--- config.mk ---
export PLATFORM = sky130hd
export DESIGN_NAME = bpred_update_queue_flat
export DESIGN_NICKNAME = d
export VERILOG_FILES = /design/src/rtl/bpred_pkg.sv /design/src/rtl/bpred_update_queue_if.sv /design/src/rtl/bpred_uq_stats.sv /design/src/rtl/bpred_update_queue.sv /design/src/flat_wrapper.sv
export SDC_FILE = /design/constraint.sdc
export NUM_CORES = 1
export LEC_CHECK = 0
export CAP_MARGIN = 30
export CORE_ASPECT_RATIO = 0.8
export CORE_UTILIZATION = 57
export DETAILED_ROUTE_END_ITERATION = 12
export HOLD_SLACK_MARGIN = 0.08
export PLACE_DENSITY = 0.82
export SKIP_LAST_GASP = 1
export SLEW_MARGIN = 5
export SYNTH_ARGS = -nofsm -noshare
export SYNTH_HDL_FRONTEND = slang
export SYNTH_SLANG_ARGS = --single-unit
--- constraint.sdc ---
create_clock -name clk -period 4.4 [get_ports clk]
set_input_delay 0.44 -clock clk [delete_from_list [all_inputs] [get_ports clk]]
set_output_delay 0.44 -clock clk [all_outputs]
set_load 0.03 [all_outputs]
--- src/rtl/bpred_pkg.sv ---
// bpred_pkg
// Shared types and constants for the branch-predictor update path.
//   - bpred_update_t : one resolved-branch update at the default widths
//   - PC_W, BIMODAL_W: default field widths
//   - DBG_*          : encodings for the update-queue debug read select
package bpred_pkg;

    localparam int PC_W      = 32;
    localparam int BIMODAL_W = 12;

    typedef struct packed {
        logic [PC_W-1:0]      pc4;
        logic [PC_W-1:0]      target;
        logic                 dir;
        logic                 miss;
        logic [BIMODAL_W-1:0] bimodal;
    } bpred_update_t;

    localparam logic [1:0] DBG_ACCEPT = 2'd0;
    localparam logic [1:0] DBG_MISS   = 2'd1;
    localparam logic [1:0] DBG_DROP   = 2'd2;
    localparam logic [1:0] DBG_COUNT  = 2'd3;

endpackage

--- src/rtl/bpred_update_queue_if.sv ---
// bpred_update_queue_if
// Bundles the execute-side enqueue port, the predictor-side drain port and
// the debug read port of the branch update queue.
//   master : the surrounding pipeline (drives execute_*, soin_* signals)
//   slave  : the update queue (drives uq_* signals)
interface bpred_update_queue_if #(
    parameter int PC_W      = 32,
    parameter int BIMODAL_W = 12
);

    logic                 execute_bpredictor_update;
    logic [PC_W-1:0]      execute_bpredictor_PC4;
    logic [PC_W-1:0]      execute_bpredictor_target;
    logic                 execute_bpredictor_dir;
    logic                 execute_bpredictor_miss;
    logic [BIMODAL_W-1:0] execute_bpredictor_bimodal;
    logic                 uq_execute_full;

    logic                 soin_bpredictor_stall;
    logic                 uq_bpredictor_update;
    logic [PC_W-1:0]      uq_bpredictor_PC4;
    logic [PC_W-1:0]      uq_bpredictor_target;
    logic                 uq_bpredictor_dir;
    logic                 uq_bpredictor_miss;
    logic [BIMODAL_W-1:0] uq_bpredictor_bimodal;

    logic [1:0]           soin_uq_debug_sel;
    logic [31:0]          uq_soin_debug;

    modport master (
        output execute_bpredictor_update, execute_bpredictor_PC4,
               execute_bpredictor_target, execute_bpredictor_dir,
               execute_bpredictor_miss, execute_bpredictor_bimodal,
               soin_bpredictor_stall, soin_uq_debug_sel,
        input  uq_execute_full, uq_bpredictor_update, uq_bpredictor_PC4,
               uq_bpredictor_target, uq_bpredictor_dir, uq_bpredictor_miss,
               uq_bpredictor_bimodal, uq_soin_debug
    );

    modport slave (
        input  execute_bpredictor_update, execute_bpredictor_PC4,
               execute_bpredictor_target, execute_bpredictor_dir,
               execute_bpredictor_miss, execute_bpredictor_bimodal,
               soin_bpredictor_stall, soin_uq_debug_sel,
        output uq_execute_full, uq_bpredictor_update, uq_bpredictor_PC4,
               uq_bpredictor_target, uq_bpredictor_dir, uq_bpredictor_miss,
               uq_bpredictor_bimodal, uq_soin_debug
    );

endinterface

--- src/rtl/bpred_uq_stats.sv ---
// bpred_uq_stats
// Saturating statistics counters for the branch update queue plus the
// debug read mux.
//   clk, reset   : clock, asynchronous active-low reset
//   enq_accept   : an update was written into the queue this cycle
//   enq_miss     : miss flag of that accepted update
//   enq_drop     : an update arrived while the queue was full
//   count        : current queue occupancy
//   sel          : debug select (DBG_ACCEPT / DBG_MISS / DBG_DROP / DBG_COUNT)
//   debug        : selected 32-bit debug value
module bpred_uq_stats
    import bpred_pkg::*;
#(
    parameter int CNT_W = 3
) (
    input  logic             clk,
    input  logic             reset,
    input  logic             enq_accept,
    input  logic             enq_miss,
    input  logic             enq_drop,
    input  logic [CNT_W-1:0] count,
    input  logic [1:0]       sel,
    output logic [31:0]      debug
);

    logic [31:0] accept_cnt;
    logic [31:0] miss_cnt;
    logic [31:0] drop_cnt;

    // Counters stick at all-ones instead of wrapping so a long run never
    // reports a misleadingly small number.
    always_ff @(posedge clk or negedge reset) begin
        if (!reset) begin
            accept_cnt <= '0;
            miss_cnt   <= '0;
            drop_cnt   <= '0;
        end else begin
            if (enq_accept && (accept_cnt != '1))
                accept_cnt <= accept_cnt + 32'd1;
            if (enq_accept && enq_miss && (miss_cnt != '1))
                miss_cnt <= miss_cnt + 32'd1;
            if (enq_drop && (drop_cnt != '1))
                drop_cnt <= drop_cnt + 32'd1;
        end
    end

    always_comb begin
        debug = 32'd0;
        case (sel)
            DBG_ACCEPT: debug = accept_cnt;
            DBG_MISS:   debug = miss_cnt;
            DBG_DROP:   debug = drop_cnt;
            DBG_COUNT:  debug = 32'(count);
            default:    debug = 32'd0;
        endcase
    end

endmodule

--- src/rtl/bpred_update_queue.sv ---
// bpred_update_queue
// In-order FIFO of resolved-branch updates between execute and the gshare
// predictor. Execute enqueues one update per cycle; the predictor drains
// one per cycle unless it stalls. No same-cycle bypass: an entry written
// at one edge is visible at the head output from the next cycle on.
//   clk    : clock, all state on rising edge
//   reset  : asynchronous active-low reset; discards everything queued
//   uq     : bpred_update_queue_if.slave (enqueue, drain and debug ports)
// Parameters: DEPTH (power of two, >= 2), PC_W, BIMODAL_W.
// Optional build macro BPRED_UQ_STATS_EN adds the bpred_uq_stats counters;
// without it uq_soin_debug reads as zero.
module bpred_update_queue
    import bpred_pkg::*;
#(
    parameter int DEPTH     = 4,
    parameter int PC_W      = bpred_pkg::PC_W,
    parameter int BIMODAL_W = bpred_pkg::BIMODAL_W
) (
    input  logic                   clk,
    input  logic                   reset,
    bpred_update_queue_if.slave    uq
);

    localparam int PTR_W = $clog2(DEPTH);
    localparam int CNT_W = PTR_W + 1;

    typedef struct packed {
        logic [PC_W-1:0]      pc4;
        logic [PC_W-1:0]      target;
        logic                 dir;
        logic                 miss;
        logic [BIMODAL_W-1:0] bimodal;
    } entry_t;

    entry_t             mem [DEPTH];
    logic [PTR_W-1:0]   head;
    logic [PTR_W-1:0]   tail;
    logic [CNT_W-1:0]   count;

    logic full;
    logic enq_accept;
    logic enq_drop;
    logic deq;
    entry_t enq_entry;

    // Full depends only on registered occupancy, so a dequeue in the same
    // cycle never frees a slot for an incoming update.
    assign full       = (count == CNT_W'(DEPTH));
    assign enq_accept = uq.execute_bpredictor_update && !full;
    assign enq_drop   = uq.execute_bpredictor_update && full;
    assign deq        = (count != '0) && !uq.soin_bpredictor_stall;

    assign enq_entry = '{
        pc4:     uq.execute_bpredictor_PC4,
        target:  uq.execute_bpredictor_target,
        dir:     uq.execute_bpredictor_dir,
        miss:    uq.execute_bpredictor_miss,
        bimodal: uq.execute_bpredictor_bimodal
    };

    // Pointers wrap naturally at DEPTH because it is a power of two.
    // Occupancy only changes when exactly one of enqueue/dequeue happens.
    always_ff @(posedge clk or negedge reset) begin
        if (!reset) begin
            head  <= '0;
            tail  <= '0;
            count <= '0;
            for (int i = 0; i < DEPTH; i++)
                mem[i] <= '0;
        end else begin
            if (enq_accept) begin
                mem[tail] <= enq_entry;
                tail      <= tail + PTR_W'(1);
            end
            if (deq)
                head <= head + PTR_W'(1);
            if (enq_accept && !deq)
                count <= count + CNT_W'(1);
            else if (!enq_accept && deq)
                count <= count - CNT_W'(1);
        end
    end

    // Head fields come straight from storage; when empty they show whatever
    // the head slot holds (zero after reset), never X.
    assign uq.uq_execute_full       = full;
    assign uq.uq_bpredictor_update  = deq;
    assign uq.uq_bpredictor_PC4     = mem[head].pc4;
    assign uq.uq_bpredictor_target  = mem[head].target;
    assign uq.uq_bpredictor_dir     = mem[head].dir;
    assign uq.uq_bpredictor_miss    = mem[head].miss;
    assign uq.uq_bpredictor_bimodal = mem[head].bimodal;

`ifdef BPRED_UQ_STATS_EN
    bpred_uq_stats #(
        .CNT_W (CNT_W)
    ) u_stats (
        .clk        (clk),
        .reset      (reset),
        .enq_accept (enq_accept),
        .enq_miss   (uq.execute_bpredictor_miss),
        .enq_drop   (enq_drop),
        .count      (count),
        .sel        (uq.soin_uq_debug_sel),
        .debug      (uq.uq_soin_debug)
    );
`else
    logic unused_stats;
    assign unused_stats     = ^{uq.soin_uq_debug_sel, enq_drop};
    assign uq.uq_soin_debug = 32'd0;
`endif

endmodule

--- src/flat_wrapper.sv ---
// flat-port wrapper written by rule: the top's interface ports become plain ports
module bpred_update_queue_flat import bpred_pkg::*;
#(
    parameter int DEPTH     = 4,
    parameter int PC_W      = bpred_pkg::PC_W,
    parameter int BIMODAL_W = bpred_pkg::BIMODAL_W
)
  (clk, reset, uq_execute_bpredictor_update, uq_execute_bpredictor_PC4, uq_execute_bpredictor_target, uq_execute_bpredictor_dir, uq_execute_bpredictor_miss, uq_execute_bpredictor_bimodal, uq_soin_bpredictor_stall, uq_soin_uq_debug_sel, uq_uq_execute_full, uq_uq_bpredictor_update, uq_uq_bpredictor_PC4, uq_uq_bpredictor_target, uq_uq_bpredictor_dir, uq_uq_bpredictor_miss, uq_uq_bpredictor_bimodal, uq_uq_soin_debug);
  bpred_update_queue_if #(.PC_W(PC_W), .BIMODAL_W(BIMODAL_W)) uq_i ();
  input  logic clk;
  input  logic reset;
  input wire logic [$bits(uq_i.execute_bpredictor_update)-1:0] uq_execute_bpredictor_update;
  input wire logic [$bits(uq_i.execute_bpredictor_PC4)-1:0] uq_execute_bpredictor_PC4;
  input wire logic [$bits(uq_i.execute_bpredictor_target)-1:0] uq_execute_bpredictor_target;
  input wire logic [$bits(uq_i.execute_bpredictor_dir)-1:0] uq_execute_bpredictor_dir;
  input wire logic [$bits(uq_i.execute_bpredictor_miss)-1:0] uq_execute_bpredictor_miss;
  input wire logic [$bits(uq_i.execute_bpredictor_bimodal)-1:0] uq_execute_bpredictor_bimodal;
  input wire logic [$bits(uq_i.soin_bpredictor_stall)-1:0] uq_soin_bpredictor_stall;
  input wire logic [$bits(uq_i.soin_uq_debug_sel)-1:0] uq_soin_uq_debug_sel;
  output wire logic [$bits(uq_i.uq_execute_full)-1:0] uq_uq_execute_full;
  output wire logic [$bits(uq_i.uq_bpredictor_update)-1:0] uq_uq_bpredictor_update;
  output wire logic [$bits(uq_i.uq_bpredictor_PC4)-1:0] uq_uq_bpredictor_PC4;
  output wire logic [$bits(uq_i.uq_bpredictor_target)-1:0] uq_uq_bpredictor_target;
  output wire logic [$bits(uq_i.uq_bpredictor_dir)-1:0] uq_uq_bpredictor_dir;
  output wire logic [$bits(uq_i.uq_bpredictor_miss)-1:0] uq_uq_bpredictor_miss;
  output wire logic [$bits(uq_i.uq_bpredictor_bimodal)-1:0] uq_uq_bpredictor_bimodal;
  output wire logic [$bits(uq_i.uq_soin_debug)-1:0] uq_uq_soin_debug;
  assign uq_i.execute_bpredictor_update = uq_execute_bpredictor_update;
  assign uq_i.execute_bpredictor_PC4 = uq_execute_bpredictor_PC4;
  assign uq_i.execute_bpredictor_target = uq_execute_bpredictor_target;
  assign uq_i.execute_bpredictor_dir = uq_execute_bpredictor_dir;
  assign uq_i.execute_bpredictor_miss = uq_execute_bpredictor_miss;
  assign uq_i.execute_bpredictor_bimodal = uq_execute_bpredictor_bimodal;
  assign uq_i.soin_bpredictor_stall = uq_soin_bpredictor_stall;
  assign uq_i.soin_uq_debug_sel = uq_soin_uq_debug_sel;
  assign uq_uq_execute_full = uq_i.uq_execute_full;
  assign uq_uq_bpredictor_update = uq_i.uq_bpredictor_update;
  assign uq_uq_bpredictor_PC4 = uq_i.uq_bpredictor_PC4;
  assign uq_uq_bpredictor_target = uq_i.uq_bpredictor_target;
  assign uq_uq_bpredictor_dir = uq_i.uq_bpredictor_dir;
  assign uq_uq_bpredictor_miss = uq_i.uq_bpredictor_miss;
  assign uq_uq_bpredictor_bimodal = uq_i.uq_bpredictor_bimodal;
  assign uq_uq_soin_debug = uq_i.uq_soin_debug;
  bpred_update_queue #(.DEPTH(DEPTH), .PC_W(PC_W), .BIMODAL_W(BIMODAL_W)) u_core (.clk(clk), .reset(reset), .uq(uq_i));
endmodule
==> key figures <==
STA
  • Worst Hold Slack: 461 ps
  • Crit path time final: 3490 ps
  • Final worst path period share: 79.4%
  • Final Hold Viols: 0
  • Worst Tran Pin Value: 727 ps
  • Setup TNS: 0 ps
  • Setup repair after global routing missed its margin: no
  • Fin Clk Skew: 19.1 ps
  • Max_slew headroom: 51.5%
  • Fmax: 286 MHz
  • Final Max Tran Viols: 0
  • Fin worst setup slack: 907 ps
  • Setup violations, final: 0

Yosys
  • Seq/Total Area, Yosys: 56.8%
  • Syn_area_per_cell: 17.1 um^2
  • Post-synth top cells: dfrtp_1, mux2_2, mux4_2
  • Synth Area in Simple Gates: 0.605%
  • Syn Inst Count: 824
  • Post-synth ARST share: between 90% and 100%
  • Most common cell in the synthesized netlist: dfrtp_1
  • Yosys warnings: 0
  • Cell accounting for the most synthesized area: dfrtp_1
  • Mapped Area: 14100 um^2
  • #FFs+latches synth: 319
  • Ranking of synthesized cells by area: dfrtp_1, mux2_2, mux4_2, buf_4, buf_2
  • Largest family of logic cells by synthesized area: multiplexers
  • Synthesized-area fraction occupied by adder cells: less than 1%
  • Mux contribution to synthesized area: 37.7%
  • Fraction of synthesized cell area in xor and xnor cells: 0.374%
  • Top cell type's share of synthesized area: 56.8%
  • Synth cell types: 21
  • Number of synthesized flops with an enable pin: 0
  • Synth Flop Type: dfrtp_1
  • Compound-cell area share of the yosys netlist: 0%

Global route
  • Global-route wire length before repair: 44100 um
  • Largest net degree at the start of global routing: 136
  • Vias in the first global route: 8079
  • Initial antenna violation count: 0
  • Gr ovfl total: 0
  • All-Layer GR Usage: 22.5%

Die
  • Rows: 51
  • Die Y: 142 um
  • Initial Util: 58.0%
  • Die ar.: 25300 um^2
  • Core area: 24200 um^2
  • Total I/O pin count: around 200
  • Chip Width: 178 um

Place
  • Gpl congestion: 0.698
  • Pre-CTS WS: 1410 ps
  • # placed instances: approximately 1300
  • IO buf count: between 150 and 200
  • DP HPWL: between 15000 and 20000 um

Detailed routing
  • DR vias: 7499
  • DR WL/cell: 20.6 um
  • Routed WL: about 27000 um
  • Vias per inst: 5.70
  • DRT iter0 DRCs: 293
  • ANT nets after route: 0
  • DRC viols: 0
  • Pre-Repair DR Iteration Count: 4

Finish
  • NumNets Final: 1070
  • N_diodes: 0
  • Layout cells sized above 1: 44.9%
  • Number of non-filler instances in the completed layout: roughly 1300
  • Synth-to-Final Area Change: 19.4%

Setup path
  • Crit-path cells: buf_4, mux4_2, clkdlybuf4s50_1
  • CP Max Fanout: 25
  • CP Launch Type: flop
  • Req. time, crit path: 3960 ps
  • Cell family with most CP delay: buffers and inverters
  • Critical path type: flop to output pin
  • CP Capture Type: output pin
  • Crit path DAT: 3050 ps
  • Worst path bufs/invs: 2
  • Slowest stage delay, CP: 790 ps
  • Slowest cell on crit path: dfrtp_4

Clock network
  • Cts bufs inserted: 31
  • Root buffer cell: clkbuf_16
  • Sink Count: 319
  • Reg clk slew, reported paths: 60 ps
  • Cts repair resizes: 0
  • Count of hold-fix buffers inserted at cts: 1
  • Worst-Skew Late Latency: 550 ps
  • Htree depth: 1
  • CTS tree: built
  • Bufs on Longest Clock Path: 3
  • Post-CTS Setup Bufs: 0

Power
  • P_sw: 0.00531 W
  • Clock Power Share: 16.2%
  • Peak supply drop: 0.488 mV
  • Comb pwr share: 48.5%
  • LEAKAGE: between 6 and 7 nW
  • Switch share: 35.1%
  • PD cells: 903 nW/um^2
  • Int Pwr: 0.00983 W
  • Reg power frac: between 30% and 40%
  • Total Power: 0.0151 W

Run
  • Max Cap Viol: 0

Worst hold path
  • Hold WC Path Type: input pin to async pin

Run status
  • Outcome: completed
## routing by layer
metal  wire [um]  up-vias  GRT usage (%)
li1            -     3299              -
met1       12400     4006           32.4
met2       12500      157           34.9
met3        1680       37           5.50
met4         457        0           4.72
met5           0        -              0
## logic make-up after synthesis
kind of cell,Yosys count
AND/OR/NAND/NOR,14
buffers and inverters,86
other,1
adder cells (fa/ha/maj),6
multiplexers,392
XOR/XNOR,6
flip-flops,319
## registers in the layout, summed over array words and instances, names as in the netlist
| signal | cells |
|---|---|
| u_core.count | 3 |
| u_core.mem | 312 |
| u_core.tail | 2 |
| u_core.head | 2 |
## layout by cell type (no fill, tap or decap), types with 5 or more instances in the layout
master and count:
dfrtp_1 317, mux2_2 310, clkdlybuf4s50_1 160, mux4_2 78, conb_1 32, clkbuf_16 31, clkbuf_1 11, buf_12 6
buf_4 6, ha_1 5
## through the flow
step	utilization, %	area [um^2]
6_report	69.2	16800
5_1_grt	69.2	16800
4_1_cts	69.2	16800
3_5_place_dp	65.3	15800
3_3_place_gp	65.3	15800
2_1_floorplan	-	14200
## area by class of cell
cell class / instances / area (um^2)
Sequential cell: 319 / 7990
Fill cell: 1655 / 7470
Multi-Input combinational cell: 450 / 5650
Timing Repair Buffer: 174 / 1790
Clock buffer: 46 / 872
Tap cell: 318 / 398
Clock inverter: 5 / 53.8
Inverter: 4 / 15.0
## worst paths after layout
| kind | endpoint | cells past startpoint | startpoint | slack, ps |
|---|---|---|---|---|
| hold / removal | u_core.mem[34] | 2 | reset | 460 |
| max in group asynchronous | u_core.head[0] | 3 | reset | 2760 |
| setup / recovery | uq_uq_bpredictor_target[1] | 3 | u_core.head[0] | 910 |
| hold reg to reg | u_core.mem[72] | 1 | u_core.mem[72] | 480 |
| setup reg to reg | u_core.count[1] | 6 | u_core.count[0] | 2140 |
| min in group clk | u_core.mem[72] | 1 | u_core.mem[72] | 480 |
## power by group through the flow
stage	Clock (W)	Combinational, W	Sequential [W]
after floorplan	0	0.00541	0.00497
after global placement	0	0.00726	0.00531
after detailed placement	0	0.00740	0.00539
after CTS	0.00252	0.00743	0.00536
after global routing	0.00265	0.00775	0.00557
final	0.00246	0.00734	0.00535
Note: power is estimated with default switching activity, not from simulation.
